===== config.mk =====
export PLATFORM = sky130hd
export DESIGN_NAME = ast_fifo_source
export DESIGN_NICKNAME = d
export VERILOG_FILES = /design/src/rtl/ast_pkg.sv /design/src/rtl/ast_skid_buf.sv /design/src/rtl/ast_fifo_source.sv
export SDC_FILE = /design/constraint.sdc
export NUM_CORES = 1
export LEC_CHECK = 0
export CORE_ASPECT_RATIO = 1.2
export CORE_MARGIN = 2
export CORE_UTILIZATION = 20
export CTS_CLUSTER_DIAMETER = 200
export DETAILED_ROUTE_END_ITERATION = 8
export PLACE_DENSITY = 0.78
export SLEW_MARGIN = 10
export SYNTH_ARGS = -nofsm -noshare
export SYNTH_HDL_FRONTEND = slang
export SYNTH_SLANG_ARGS = --single-unit
export TNS_END_PERCENT = 10

===== constraint.sdc =====
create_clock -name clk_i -period 1.2 [get_ports clk_i]
set_input_delay 0.18 -clock clk_i [delete_from_list [all_inputs] [get_ports clk_i]]
set_output_delay 0.18 -clock clk_i [all_outputs]
set_load 0.01 [all_outputs]

===== src/rtl/ast_pkg.sv =====
// Shared definitions for the Avalon-ST source and its monitors: the legal
// ready-latency range and the position of a beat inside a packet.
package ast_pkg;

   localparam int RL_MIN = 0;
   localparam int RL_MAX = 8;

   typedef enum logic [1:0] {
      FIRST,
      MIDDLE,
      LAST
   } pkt_pos_e;

   // Position of beat number 'beat' (0-based) in a packet of 'pkt_beats' beats.
   // A one-beat packet reports FIRST; callers treat it as LAST as well.
   function automatic pkt_pos_e pkt_pos(input int beat, input int pkt_beats);
      if (beat == 0)                  return FIRST;
      else if (beat == pkt_beats - 1) return LAST;
      else                            return MIDDLE;
   endfunction

endpackage


===== src/rtl/ast_skid_buf.sv =====
// Two-entry buffer for the zero-ready-latency path. Words popped from the FIFO
// land here and are presented to the sink until accepted.
module ast_skid_buf
   import ast_pkg::*;
#(
   parameter int WIDTH = 32
) (
   input  logic             clk_i,
   input  logic             rst_i,
   input  logic             push_i,
   input  logic [WIDTH-1:0] data_i,
   input  logic             pop_i,
   output logic             valid_o,
   output logic [WIDTH-1:0] data_o,
   output logic [1:0]       occ_o
);

   logic [WIDTH-1:0] mem [2];
   logic             wr_ptr;
   logic             rd_ptr;
   logic [1:0]       occ;

   // Pointers and occupancy; a simultaneous push and pop leaves occ unchanged.
   always_ff @(posedge clk_i or negedge rst_i) begin
      // NOTE: state uses non-blocking assignments so every flop samples pre-edge values.
      if (!rst_i) begin
         wr_ptr <= 1'b0;
         rd_ptr <= 1'b0;
         occ    <= 2'd0;
      end else begin
         if (push_i) wr_ptr <= ~wr_ptr;
         if (pop_i)  rd_ptr <= ~rd_ptr;
         occ <= occ + {1'b0, push_i} - {1'b0, pop_i};
      end
   end

   // Entry storage.
   // NOTE: storage is not reset; an entry is only observable once occ says it was written.
   always_ff @(posedge clk_i) begin
      if (push_i) mem[wr_ptr] <= data_i;
   end

   assign valid_o = (occ != 2'd0);
   assign data_o  = valid_o ? mem[rd_ptr] : '0;
   assign occ_o   = occ;

endmodule


===== src/rtl/ast_fifo_source.sv =====
// Avalon-ST source draining a FIFO read port. With a non-zero ready latency it
// pops only on delayed-ready credit so every valid beat is a guaranteed
// transfer; with zero latency it runs through a two-entry skid buffer.
// Packets are framed with SOP/EOP over a fixed number of beats.
module ast_fifo_source
   import ast_pkg::*;
#(
   parameter int DATABITS_PER_SYMBOL = 8,
   parameter int SYMBOLS_PER_BEAT    = 4,
   parameter int WIDTH               = DATABITS_PER_SYMBOL * SYMBOLS_PER_BEAT,
   parameter int READY_LATENCY       = 2,
   parameter int READY_ALLOWANCE     = 3,
   parameter int PKT_BEATS           = 4
) (
   input  logic             clk_i,
   input  logic             rst_i,
   input  logic [WIDTH-1:0] fifo_data_i,
   input  logic             fifo_empty_i,
   output logic             fifo_rd_o,
   input  logic             src_ready_i,
   output logic             src_valid_o,
   output logic [WIDTH-1:0] src_data_o,
   output logic             src_sop_o,
   output logic             src_eop_o
);

   localparam int              CNT_W    = (PKT_BEATS > 1) ? $clog2(PKT_BEATS) : 1;
   localparam logic [CNT_W-1:0] CNT_LAST = CNT_W'(PKT_BEATS - 1);

   logic             xfer;
   logic             valid;
   logic [CNT_W-1:0] beat_cnt;
   pkt_pos_e         pos;

   if (READY_LATENCY < RL_MIN || READY_LATENCY > RL_MAX ||
       READY_ALLOWANCE < READY_LATENCY || PKT_BEATS < 1) begin : g_bad_params
      $error("ast_fifo_source: illegal READY_LATENCY/READY_ALLOWANCE/PKT_BEATS");
   end

   if (READY_LATENCY == 0) begin : g_skid
      logic       pop_q;
      logic [1:0] occ;
      logic [2:0] fill;

      // A word popped this cycle arrives from the FIFO next cycle.
      always_ff @(posedge clk_i or negedge rst_i) begin
         if (!rst_i) pop_q <= 1'b0;
         else        pop_q <= fifo_rd_o;
      end

      // Pop only if the word will still fit after in-flight arrival and this transfer.
      assign xfer      = valid & src_ready_i;
      assign fill      = {1'b0, occ} + {2'b0, pop_q} - {2'b0, xfer};
      assign fifo_rd_o = rst_i & ~fifo_empty_i & (fill < 3'd2);

      ast_skid_buf #(
         .WIDTH (WIDTH)
      ) u_skid (
         .clk_i   (clk_i),
         .rst_i   (rst_i),
         .push_i  (pop_q),
         .data_i  (fifo_data_i),
         .pop_i   (xfer),
         .valid_o (valid),
         .data_o  (src_data_o),
         .occ_o   (occ)
      );
   end else begin : g_credit
      logic tap;
      logic pop_q;

      if (READY_LATENCY == 1) begin : g_direct
         assign tap = src_ready_i;
      end else begin : g_hist
         logic [READY_LATENCY-2:0] ready_hist;

         // Delay line of ready so the pop lines up with the sink's acceptance slot.
         always_ff @(posedge clk_i or negedge rst_i) begin
            if (!rst_i) begin
               ready_hist <= '0;
            end else begin
               ready_hist[0] <= src_ready_i;
               for (int i = 1; i < READY_LATENCY - 1; i++) ready_hist[i] <= ready_hist[i-1];
            end
         end

         assign tap = ready_hist[READY_LATENCY-2];
      end

      assign fifo_rd_o = rst_i & tap & ~fifo_empty_i;

      // The popped word is on fifo_data_i one cycle later, exactly in its credited slot.
      always_ff @(posedge clk_i or negedge rst_i) begin
         if (!rst_i) pop_q <= 1'b0;
         else        pop_q <= fifo_rd_o;
      end

      assign valid      = pop_q;
      assign xfer       = pop_q;
      assign src_data_o = pop_q ? fifo_data_i : '0;
   end

   // Packet beat counter, advancing on accepted beats only.
   always_ff @(posedge clk_i or negedge rst_i) begin
      if (!rst_i)                    beat_cnt <= '0;
      else if (xfer && beat_cnt == CNT_LAST) beat_cnt <= '0;
      else if (xfer)                 beat_cnt <= beat_cnt + 1'b1;
   end

   assign pos         = pkt_pos(int'(beat_cnt), PKT_BEATS);
   assign src_valid_o = valid;
   assign src_sop_o   = valid & (pos == FIRST);
   assign src_eop_o   = valid & ((pos == LAST) | (PKT_BEATS == 1));

endmodule


==> run metrics, run 1 <==
status=finished, violations left; failing checks=negative setup slack; worst skew pair latency=0.23 ns; Max Slew Vio Count=0; Setup crit end kind=primary output; Port Buffers=just over 70; most used cell, CP=buf_12; row cnt=17; Worst Hold Margin=between 0.2 and 0.25 ns; fin nets=between 150 and 200; GR Util All Layers=16.0%; fin crit share=117%; CP Launch Type=register; Final Hold Viols=0; Mapped Cells=52; # diodes=0; syn_area_per_cell=a little under 8 µm²; sequential share of the synthesized area=about 24%; die area=2430 µm²; Max Cap Viol=0; final instance area=between 1000 and 1500 µm²; Area growth, synth to finish=219%; Peak VDD IR=about 0.53 mV; PwrDens=583 nW/µm²; Post-DRT Antenna Nets=0; Clock Tree Buf Depth=2; largest area contributor in the netlist=and2_1; Synth warnings=0; kind of cell adding the most delay to the critical path=flip-flops; CP cell instances=buf_12 > buf_12 > and2_4 > buf_6; Final GP Congestion=roughly 0.65; Setup Crit Path Kind=reg2out; utilization after layout=between 60% and 70%; Layout fillers=150; hold crit path type=in2async; Cell Area, Synth=slightly above 400 µm²; Ports=about 70; Worst Tran Pin Value=0.182 ns; starting density of the core=21.7%; #FFs+latches synth=4; Final min period=approximately 1.4 ns; CP Max Fanout=7; fin worst setup slack=-0.198 ns; first-pass GRT wire length=approximately 2.9 mm; Max Clock Skew=between 0.0015 and 0.002 ns; # DRC=0; post-DR vias/cell=between 4 and 5; slowest stage delay, CP=between 0.4 and 0.5 ns; placed cells=about 150; endpoints failing setup=35; die height=~54 µm; Synth area leaders=and2_1, dfrtp_1, ha_1; initial antenna violation count=0; r2r endpoint=beat_cnt[0]$_DFFE_PN0P_; largest net degree at the start of global routing=14; FF-to-FF setup slack=-0.01 ns; placed cell area=around 1200 µm²; Syn Nets=90; highest clock rate=between 700 and 800 MHz; Worst R2R Start=beat_cnt[1]$_DFFE_PN0P_; grt total ovfl=0; share of the synthesized area in the top cell type=51.8%; Worst path depth=4; Non-Filler Instances=between 150 and 200; CTS Buf Count=3; Crit-path slowest cell=dfrtp_2; clock tree root driver cell=clkbuf_4; Worst Reg2Reg Path Length in Cells=4; LEAKAGE=0.648 nW; share of cells above drive strength 1=57.9%; worst slack at placement=-0.364 ns; vias in the first global route=603; CTS tree=yes; TritonCTS Sinks=4; most frequent cells in the layout=clkdlybuf4s50_1, buf_6, and2_4; WP buf/inv=3; most common cell after layout, fill and taps aside=clkdlybuf4s50_1; unrepaired setup endpoints after global routing=yes; Req. time, crit path=about 1.0 ns; CORE AREA=~1900 µm²; Critical path origin=src_valid_o$_DFF_PN0_; drt pass-1 iters=6; CTS clk-pin slew, worst paths=0.04 ns; H-tree levels=1; WL final=between 2 and 2.5 mm; worst endpoint data arrival time=between 1 and 1.5 ns; vias=651; Wirelength per Cell=approximately 13 µm; First DRT Iteration DRCs=6; Rel. slew slack=just under 90%; synth unique cells=11; Die X=45.4 µm
==> worst max-delay path by stage <==
stage / to / slack (ns)
after floorplan: src_data_o[0] / 0.15
after global placement: fifo_rd_o / -0.34
after detailed placement: fifo_rd_o / -0.36
after CTS: src_data_o[3] / -0.23
after global routing: src_data_o[15] / -0.24
final: src_data_o[15] / -0.20
==> where the power goes <==
| group | leakage, nW | internal, mW | switching [mW] |
|---|---|---|---|
| clock network | 0.0138 | 0.112 | 0.0538 |
| registers | 0.0486 | 0.165 | 0.0236 |
| logic | 0.586 | 0.280 | 0.129 |
| total | 0.648 | 0.558 | 0.206 |
==> worst register-to-register path, delay by kind of cell, from the launching register on <==
kind	cells	cell delay (ns)
AOI/OAI and AO/OA	1	0.09
adders and majority gates	1	0.19
buffers and inverters	1	0.13
DFF	1	0.38
and+or+nand+nor	1	0.34
==> state kept, by name, summed over array words and instances (netlist names) <==
register                    cells
src_valid_o                     1
g_credit.g_hist.ready_hist      1
beat_cnt                        2
==> cells in the mapped netlist <==
library cell	number
buf_4	3
o21ai_1	1
nand2_1	2
inv_1	2
nor2_1	1
ha_1	2
buf_6	1
o22ai_1	1
dfrtp_1	4
and2_1	34
or3b_1	1
==> kinds of logic (layout without fill, tap and decap cells) <==
logic type,count (synthesis),after routing,synth area share [%]
adder cells (fa/ha/maj),2,2,6.10
AND/OR/NAND/NOR,38,38,56.7
buffers and inverters,6,87,10.1
flip-flops,4,4,24.4
AO/OA/AOI/OAI,2,2,2.74
==> cell type report <==
class	count	area, µm²	area share [%]
inverters	2	7.51	0.573
flip-flops and latches	4	101	7.74
repair buffers	82	821	62.7
well taps	19	23.8	1.81
multi-input cells	42	334	25.5
clock buffers	3	22.5	1.72
==> metal layers <==
layer | GRT usage, % | up-vias | routed length [µm] | share of wire, %
li1 | - | 318 | - | -
met1 | 15.6 | 287 | 665 | 33
met2 | 31.9 | 44 | 1100 | 55
met3 | 3.36 | 2 | 213 | 11
met4 | 5.88 | 0 | 21 | 1.0
met5 | 0 | - | 0 | 0
==> what timing repair did <==
action                                  in CTS  in global routing
buffers inserted                             1                  1
cloned                                       3                  0
pin swaps                                    2                  1
hold buffers                                 0                  0
gates resized for setup                    158                 44
endpoints found under the setup margin      37                 36
==> through the flow <==
| stage | total power, mW | setup TNS (ns) |
|---|---|---|
| 3_5_place_dp | 0.552 | -9.17 |
| 4_1_cts | 0.736 | -5.74 |
| 3_3_place_gp | 0.535 | -8.82 |
| 2_1_floorplan | 0.294 | 0 |
| 6_report | 0.764 | -4.40 |
| 5_1_grt | 0.823 | -6.11 |
Note: power is estimated with default switching activity, not from simulation.
==> run 2, diff against run 1 <==
--- a/config.mk
+++ b/config.mk
@@ -5,9 +5,10 @@
 export SDC_FILE = /design/constraint.sdc
 export NUM_CORES = 1
 export LEC_CHECK = 0
+export ABC_AREA = 1
 export CORE_ASPECT_RATIO = 1.2
 export CORE_MARGIN = 2
-export CORE_UTILIZATION = 20
+export CORE_UTILIZATION = 22
 export CTS_CLUSTER_DIAMETER = 200
 export DETAILED_ROUTE_END_ITERATION = 8
 export PLACE_DENSITY = 0.78
==> run 2 against run 1 <==
Net effect:
- the run still ends with negative setup slack left
- synthesized cell count is 73% higher
- sequential share of layout area is 0.066 points lower
- combinational power is 8.6% lower
- sequential cell count stayed put
- hold slack worse by 0.012 ns
- count of clock-buffer cells in the layout stayed put
- critical path depth is 2 higher
- clock power hardly changed
- sequential power hardly changed
- largest cell class unchanged
==> run metrics, run 2 <==
Synth warnings=0 (unchanged); Wirelength per Cell=10.5 µm (was 13.2 µm); routing usage on met1=15.0% (was 15.6%); unrepaired setup endpoints after global routing=yes (unchanged); CTS tree=yes (unchanged); failing checks=negative setup slack (unchanged); die height=54.8 µm (was 53.6 µm); Setup crit end kind=primary output (unchanged); combinational family with the most area after synthesis=buffers and inverters (was simple AND/OR/NAND/NOR gates); WL final=2.13 mm (was 2.00 mm); initial antenna violation count=0 (unchanged); synth unique cells=7 (was 11); worst skew pair latency=0.24 ns (was 0.23 ns); post-synthesis compound-gate area fraction=0% (was 2.74%); detailed placement HPWL=around 1.5 mm; Non-Filler Instances=204 (was 152); CTS Buf Count=3 (unchanged); register area=101 µm² (unchanged); post-synthesis adder-cell area fraction=5.29% (was 6.10%); EDFF count, synth=0 (unchanged); GRT busiest layer=met2 (unchanged); LEAKAGE=0.921 nW (was 0.648 nW); placed cells=191 (was 145); Worst Tran Pin Value=0.119 ns (was 0.182 ns); die area=2540 µm² (was 2430 µm²); Max Cap Viol=0 (unchanged); most used flip-flop cell after synthesis=dfrtp_1 (unchanged); CP Launch Type=register (unchanged); starting density of the core=23.1% (was 21.7%); Synth async-reset ratio=100% (unchanged); share of the synthesized area in the top cell type=31.0% (was 51.8%); Final Hold Viols=0 (unchanged); worst endpoint data arrival time=1.24 ns (was 1.22 ns); grt met2 use=32.2% (was 31.9%); Rel. slew slack=92.0% (was 87.9%); #FFs+latches synth=4 (unchanged); Synth area leaders=nand2_1, inv_1, dfrtp_1 (was and2_1, dfrtp_1, ha_1); CP Max Fanout=4 (was 7); Multi-input gate area=240 µm² (was 334 µm²); post-synthesis mux area share=0% (unchanged); # diodes=0 (unchanged); worst slack at placement=-0.378 ns (was -0.364 ns); grt total ovfl=0 (unchanged); Biggest register=beat_cnt (unchanged); GR Util All Layers=16.4% (was 16.0%); xor and xnor area share after synthesis=0% (unchanged); fin nets=214 (was 173); row cnt=18 (was 17); Post-DRT Antenna Nets=0 (unchanged); Max Slew Vio Count=0 (unchanged); CTS clk-pin slew, worst paths=0.04 ns (about the same); most common cell after layout, fill and taps aside=clkdlybuf4s50_1 (unchanged); share of cells above drive strength 1=42.5% (was 57.9%); vias in the first global route=719 (was 603); most frequent cells in the layout=clkdlybuf4s50_1, inv_1, nand2_1 (was clkdlybuf4s50_1, buf_6, and2_4); sequential share of the synthesized area=21.2% (was 24.4%); CORE AREA=2050 µm² (was 1890 µm²); largest area contributor in the netlist=nand2_1 (was and2_1); Ports=72 (unchanged); drt pass-1 iters=4 (was 6); Die X=46.3 µm (was 45.4 µm); fin worst setup slack=-0.216 ns (was -0.198 ns); Final min period=1.42 ns (was 1.40 ns); H-tree levels=1 (unchanged); PwrDens=553 nW/µm² (was 583 nW/µm²); Final GP Congestion=0.596 (was 0.653); Area growth, synth to finish=179% (was 219%); endpoints failing setup=35 (unchanged); highest clock rate=706 MHz (was 715 MHz); clock tree root driver cell=clkbuf_4 (unchanged); Mapped Cells=90 (was 52); top-count cell post-synth=nand2_1 (was and2_1); met3 Use GR=3.96% (was 3.36%); Clock Tree Buf Depth=2 (unchanged); Cell Area, Synth=473 µm² (was 410 µm²); Layout fillers=199 (was 150); Peak VDD IR=0.729 mV (was 0.534 mV); First DRT Iteration DRCs=6 (unchanged); fin crit share=118% (was 117%); post-DR vias/cell=3.88 (was 4.28); Req. time, crit path=1.02 ns (about the same); post-synthesis simple-gate area fraction=33.9% (was 56.7%); Port Buffers=71 (unchanged); TritonCTS Sinks=4 (unchanged); largest net degree at the start of global routing=9 (was 14); vias=792 (was 651); Syn Nets=128 (was 90); first-pass GRT wire length=2.93 mm (was 2.88 mm); hold crit path type=in2reg (was in2async); # DRC=0 (unchanged); status=finished, violations left (unchanged); Setup Crit Path Kind=reg2out (unchanged); synth cell count leaders=nand2_1, inv_1, buf_6, dfrtp_1 (was and2_1, dfrtp_1, buf_4); max FFs per register=2 (unchanged); syn_area_per_cell=5.26 µm² (was 7.89 µm²); Max Clock Skew=0.00595 ns (was 0.00154 ns)
## run 2: layout make-up
type	instances	area share, %
clock buffers	3	1.70
inverters	38	10.8
well taps	30	2.84
flip-flops and latches	4	7.67
multi-input cells	44	18.2
repair buffers	85	58.8
## run 2: path summary, 6_finish.rpt
path	startpoint	to	depth (start not counted)	slack (ns)
min	rst_i	src_valid_o$_DFF_PN0_	3	0.23
min in group asynchronous	rst_i	g_credit.g_hist.ready_hist$_DFF_PN0_	3	0.43
max	src_valid_o$_DFF_PN0_	src_sop_o	6	-0.22
max reg2reg	src_valid_o$_DFF_PN0_	beat_cnt[1]$_DFFE_PN0P_	7	0.02
min reg2reg	beat_cnt[0]$_DFFE_PN0P_	beat_cnt[0]$_DFFE_PN0P_	2	0.51
max in group asynchronous	rst_i	src_valid_o$_DFF_PN0_	3	0.66
## run 2: cells by family (layout without fill, tap and decap cells)
kind of cell,count (synthesis),after routing
adders and majority gates,2,2
buffers and inverters,42,126
DFF,4,4
and+or+nand+nor,42,42
## run 2: per-layer routing
| metal | vias to the layer above | routed length, µm |
|---|---|---|
| met5 | - | 0 |
| met4 | 0 | 39 |
| met3 | 4 | 183 |
| met2 | 40 | 1200 |
| met1 | 344 | 706 |
| li1 | 404 | - |
## run 2: power breakdown
part	internal, mW	total [mW]	leakage (nW)	switching, mW
registers	0.166	0.189	0.0486	0.0235
clock network	0.112	0.168	0.0138	0.0564
logic	0.222	0.374	0.859	0.152
total	0.499	0.731	0.921	0.232
## run 2: per-stage QoR
| step | hold WS (ns) | power (mW) | TNS (ns) | utilization, % | cell area, µm² |
|---|---|---|---|---|---|
| after floorplan | -0.116 | 0.313 | 0 | - | 473 |
| after global placement | 0.469 | 0.504 | -8.23 | 58.9 | 1210 |
| after detailed placement | 0.479 | 0.523 | -8.61 | 58.9 | 1210 |
| after CTS | 0.222 | 0.709 | -4.53 | 58.2 | 1190 |
| after global routing | 0.241 | 0.787 | -5.98 | 64.5 | 1320 |
| final | 0.225 | 0.731 | -4.26 | 64.5 | 1320 |
## run 2: repair_timing
item	4_1_cts	5_1_grt
pin swaps	0	1
resized for setup	165	31
setup endpoints to repair	36	38
hold buffers	0	1
endpoints found under the hold margin	0	4
setup buffers	5	1
cloned	3	0
## run 2: worst max-delay path: stages (launching register included)
cell     delay (ns)
dfrtp_2        0.43
buf_6          0.14
buf_6          0.12
buf_6          0.11
nand2_2        0.04
inv_1          0.03
buf_2          0.13
==> patch 1, RTL diff (flow settings as in run 2) <==
Make the reset (`rst_i`) synchronous in 5 clocked blocks.
--- a/src/rtl/ast_skid_buf.sv
+++ b/src/rtl/ast_skid_buf.sv
@@ -22,5 +22,5 @@
 
    // Pointers and occupancy; a simultaneous push and pop leaves occ unchanged.
-   always_ff @(posedge clk_i or negedge rst_i) begin
+   always_ff @(posedge clk_i) begin
       // NOTE: state uses non-blocking assignments so every flop samples pre-edge values.
       if (!rst_i) begin
--- a/src/rtl/ast_fifo_source.sv
+++ b/src/rtl/ast_fifo_source.sv
@@ -44,5 +44,5 @@
 
       // A word popped this cycle arrives from the FIFO next cycle.
-      always_ff @(posedge clk_i or negedge rst_i) begin
+      always_ff @(posedge clk_i) begin
          if (!rst_i) pop_q <= 1'b0;
          else        pop_q <= fifo_rd_o;
@@ -76,5 +76,5 @@
 
          // Delay line of ready so the pop lines up with the sink's acceptance slot.
-         always_ff @(posedge clk_i or negedge rst_i) begin
+         always_ff @(posedge clk_i) begin
             if (!rst_i) begin
                ready_hist <= '0;
@@ -91,5 +91,5 @@
 
       // The popped word is on fifo_data_i one cycle later, exactly in its credited slot.
-      always_ff @(posedge clk_i or negedge rst_i) begin
+      always_ff @(posedge clk_i) begin
          if (!rst_i) pop_q <= 1'b0;
          else        pop_q <= fifo_rd_o;
@@ -102,5 +102,5 @@
 
    // Packet beat counter, advancing on accepted beats only.
-   always_ff @(posedge clk_i or negedge rst_i) begin
+   always_ff @(posedge clk_i) begin
       if (!rst_i)                    beat_cnt <= '0;
       else if (xfer && beat_cnt == CNT_LAST) beat_cnt <= '0;
Behaviour: differs if rst_i is asserted again (counterexample within 4 cycles, from zero or initial values and one cycle with rst_i low); with rst_i held inactive, the same outputs for 10 cycles.
==> patch 1 against run 2 <==
- the run still ends with negative setup slack left
- critical path depth down 1
- critical endpoint is now src_data_o[30]
- fmax up 17%
- largest cell class unchanged
- critical path type unchanged
- total power down 28%
- design area down 3.1%
- area after synthesis down 0.79%
- largest power group unchanged
- worst setup slack better by 0.21 ns
- wire length down 9.0%
- sequential cell count unchanged
==> patch 1: results (changes against run 2) <==
failing checks = negative setup slack
HP Start = g_credit.g_hist.ready_hist$_SDFF_PN0_
crit path from = src_valid_o$_SDFF_PN0_
crit path max fanout = 7 (+3)
area fraction of the dominant cell type after synthesis = 32.8% (+1.8 points)
maximum vdd drop = 0.515 mV (-29%)
reg-to-reg endpoint = beat_cnt[0]$_SDFFE_PP0P_
Syn-to-layout area delta = 173%
post-layout min period = 1.21 ns (-0.207 ns)
vias in the first global route = 707 (-1.7%)
fraction of layout cells with a size suffix above 1 = 42.4% (-0.16 points)
dpl cells = 186 (-2.6%)
adder-cell share of the synthesized area = 5.33% (+0.042 points)
met1 Usage GRT = 14.5% (-0.54 points)
largest net degree at the start of global routing = 12 (+3)
P_sw = 123 uW (-47%)
DR iter-0 viols = 2 (-4)
Fill cells = 179 (-10%)
final worst slack = -0.00885 ns (+0.207 ns)
Worst Setup EP = src_data_o[30]
Hold Path End = src_valid_o$_SDFF_PN0_
routed wl met3 = 255 um (+39%)
status = finished with violations
Slew @ Worst Pin = 0.126 ns (+0.00637 ns)
vias = 786 (-0.76%)
hold path cells = 2 (-1)
commonest cells in the netlist = nand2_1 (41), inv_1 (37), buf_6 (4), dfxtp_1 (4), nor2_1 (3)
wire length on met2 = 1050 um (-13%)
synth top area cells = nand2_1 (33%), inv_1 (30%), dfxtp_1 (17%)
Async SR Flop Fraction = 0% (-100 points)
top sig layer = met3
Unique masters post-synth = 9 (+2)
crit path DAT = 1.03 ns (-0.21 ns)
final setup vio count = 5 (-86%)
leak pwr = 0.000880 uW (-4.5%)
Syn Area/Cell = 4.99 um2 (-5.0%)
GR Layer Usage met3 = 4.29% (+0.33 points)
first-pass GRT wire length = 2820 um (-3.5%)
TNS Setup = -0.0208 ns (+4.24 ns)
==> patch 1: cell count changes in the layout (fill, tap and decap cells not counted), moves of 4 or more <==
cell,change
nand2_2,-4
buf_6,+8
buf_2,-7
inv_2,+6
inv_1,-6
nand2_1,+9
==> patch 1: power by group through the flow <==
stage	clock network [uW]	logic (uW)	registers, uW
final	165	220	141
after global placement	0	200	142
after detailed placement	0	204	142
after global routing	178	238	141
after CTS	173	207	141
after floorplan	0	45.7	142
==> patch 1: critical path, stage by stage, from the launching register on <==
cell and delay [ns]:
dfxtp_2 0.33, buf_6 0.13, buf_4 0.13, nand2_1 0.05
inv_1 0.04, buf_6 0.11
==> patch 1: repair_timing <==
action / in CTS / in global routing
setup buffers: 8 / 0
cloned: 1 / 0
resized for setup: 163 / 32
pin swaps: 1 / 0
endpoints found under the setup margin: 36 / 34
==> patch 1: area by class of cell <==
type                       instances  area share, %
timing repair buffer              84           60.9
multi-input combinational         48           17.7
inverter                          38           11.1
sequential                         4           6.55
tap                               20           1.96
clock buffer                       3           1.76
==> patch 2, RTL diff (flow settings as in run 2) <==
Without the edit above. Change the parameter `PKT_BEATS` from 4 to 8.
--- a/src/rtl/ast_fifo_source.sv
+++ b/src/rtl/ast_fifo_source.sv
@@ -11,5 +11,5 @@
    parameter int READY_LATENCY       = 2,
    parameter int READY_ALLOWANCE     = 3,
-   parameter int PKT_BEATS           = 4
+   parameter int PKT_BEATS           = 8
 ) (
    input  logic             clk_i,
Behaviour: not the same (a bounded check fails within 10 cycles, from zero or initial values and one cycle with rst_i low).
==> patch 2 against run 2 <==
- the run still ends with negative setup slack left
- design area is 5.5% higher
- sequential cell count increased by 1
- worst setup slack got worse by 0.072 ns
- core utilization decreased by 4.0 points
- total power rose by 43%
- wire length is 2.9% higher
- global-route usage down 0.81 points
- area after synthesis up 14%
==> patch 2: results (changes against run 2) <==
failing checks = negative setup slack
YS warnings = 0 (unchanged)
initial antenna violation count = 0 (unchanged)
clock root buffer = clkbuf_4
final worst slack = -0.288 ns (-0.0715 ns)
crit path max fanout = 2 (-2)
Tot GR Track Use = 15.6% (-0.81 points)
MaxCap Viol Count = 0 (unchanged)
Syn Nets = 140 (+9.4%)
Nets = 226 (+5.6%)
R2R cell count = 5 (-2)
CTS Buf Count = 3 (unchanged)
WL/cell = 10.2 um (-2.9%)
Top FF cell, synth = dfrtp_1
P_sw = 368 uW (+59%)
fraction of layout cells with a size suffix above 1 = 45.4% (+2.9 points)
1st-pass router iterations = 2 (-2)
RePlAce Congestion = 0.695 (+17%)
maximum vdd drop = 0.753 mV (+3.4%)
final hold slack = 0.222 ns (-0.00360 ns)
reg-to-reg endpoint = beat_cnt[2]$_DFFE_PN0P_
Fill cells = 232 (+17%)
Longest Clk Path Bufs = 2 (unchanged)
final setup vio count = 35 (unchanged)
largest net degree at the start of global routing = 13 (+4)
DR iter-0 viols = 8 (+2)
Biggest register = beat_cnt
commonest cells in the netlist = inv_1 (40), nand2_1 (40), dfrtp_1 (5), ha_1 (4)
crit path from = beat_cnt[0]$_DFFE_PN0P_
Largest register FFs = 3 (+1)
Seq/Total Area, Yosys = 23.3% (+2.1 points)
GR Layer Usage met3 = 2.32% (-1.6 points)
vias = 835 (+5.4%)
met1 Usage GRT = 14.1% (-0.94 points)
Slew @ Worst Pin = 0.183 ns (+0.0638 ns)
synth top area cells = inv_1 (28%), nand2_1 (28%), dfrtp_1 (23%)
status = finished with violations
first-pass GRT wire length = 3550 um (+21%)
clk_skew = 0.00228 ns (-0.00367 ns)
worst slack at placement = -0.467 ns (-0.0887 ns)
post-detail-place hpwl = 1680 um (+15%)
GR Util met2 = 32.4% (+0.26 points)
Async SR Flop Fraction = 100% (unchanged)
Unique masters post-synth = 11 (+4)
leak pwr = 0.000917 uW (-0.42%)
clock insertion delay at the later pin of the skew report = 0.25 ns
Hold Path Class = in -> async
==> patch 2: cell types whose count changed in the layout (fill, tap and decap cells not counted), moves of 2 or more <==
| cell | before | now |
|---|---|---|
| nand2_2 | 12 | 15 |
| buf_2 | 23 | 26 |
| inv_2 | 5 | 7 |
| buf_6 | 19 | 13 |
| buf_4 | 4 | 9 |
| nand2_4 | 3 | 0 |
| ha_4 | 0 | 3 |
==> patch 2: how the worst max path moves through the flow <==
stage | endpoint | slack (ns) | depth (start not counted)
floorplan | src_sop_o | 0.01 | 5
global placement | src_sop_o | -0.46 | 6
detailed placement | src_sop_o | -0.47 | 6
CTS | src_eop_o | -0.30 | 6
global route | src_sop_o | -0.34 | 6
finish | src_eop_o | -0.29 | 6
==> patch 2: cell type report <==
type,count,area [um2],share of cell area [%]
clock buffer,4,26.3,1.89
inverter,40,150,10.8
multi-input combinational,51,323,23.2
sequential,5,126,9.07
tap,31,38.8,2.78
timing repair buffer,85,729,52.3
==> patch 2: stage by stage <==
step / total power [uW] / cells / TNS, ns / cell area [um2] / util, %
floorplan: 431 / 100 / 0 / 538 / -
global placement: 713 / 207 / -8.93 / 1340 / 58.1
detailed placement: 738 / 207 / -9.82 / 1340 / 58.1
CTS: 983 / 216 / -6.22 / 1290 / 55.9
global route: 1130 / 216 / -6.57 / 1390 / 60.4
finish: 1050 / 216 / -4.70 / 1390 / 60.4
==> patch 2: cell families (layout without fill, tap and decap cells) <==
kind of cell,count (synthesis),count (layout),share of synthesized area (%)
compound gates,2,2,1.86
buf+inv,44,129,33.3
fa+ha+maj,4,4,9.30
flops,5,5,23.3
simple gates,45,45,32.3
==> patch 2: routing by layer <==
| layer | wire [um] | vias to the layer above |
|---|---|---|
| met3 | 178 | 5 |
| met5 | 0 | - |
| li1 | - | 432 |
| met2 | 1290 | 35 |
| met1 | 670 | 363 |
| met4 | 51 | 0 |
==> patch 2: power by group through the flow <==
stage / Clock [uW] / Combinational, uW / Sequential [uW]
after CTS: 208 / 525 / 251
after global routing: 214 / 636 / 279
after global placement: 0 / 467 / 247
after detailed placement: 0 / 485 / 253
final: 196 / 578 / 272
after floorplan: 0 / 188 / 244
==> patch 2: critical path, cell delays in order, from the launching register on <==
cell     delay (ns)
dfrtp_1        0.41
ha_4           0.19
buf_6          0.12
ha_4           0.14
nand2_1        0.05
inv_1          0.04
buf_6          0.11
==> patch 2: what timing repair did <==
action,CTS,global route
pin swaps,3,3
resized for setup,155,38
gates cloned,1,0
setup endpoints to repair,37,38
setup buffers,4,1
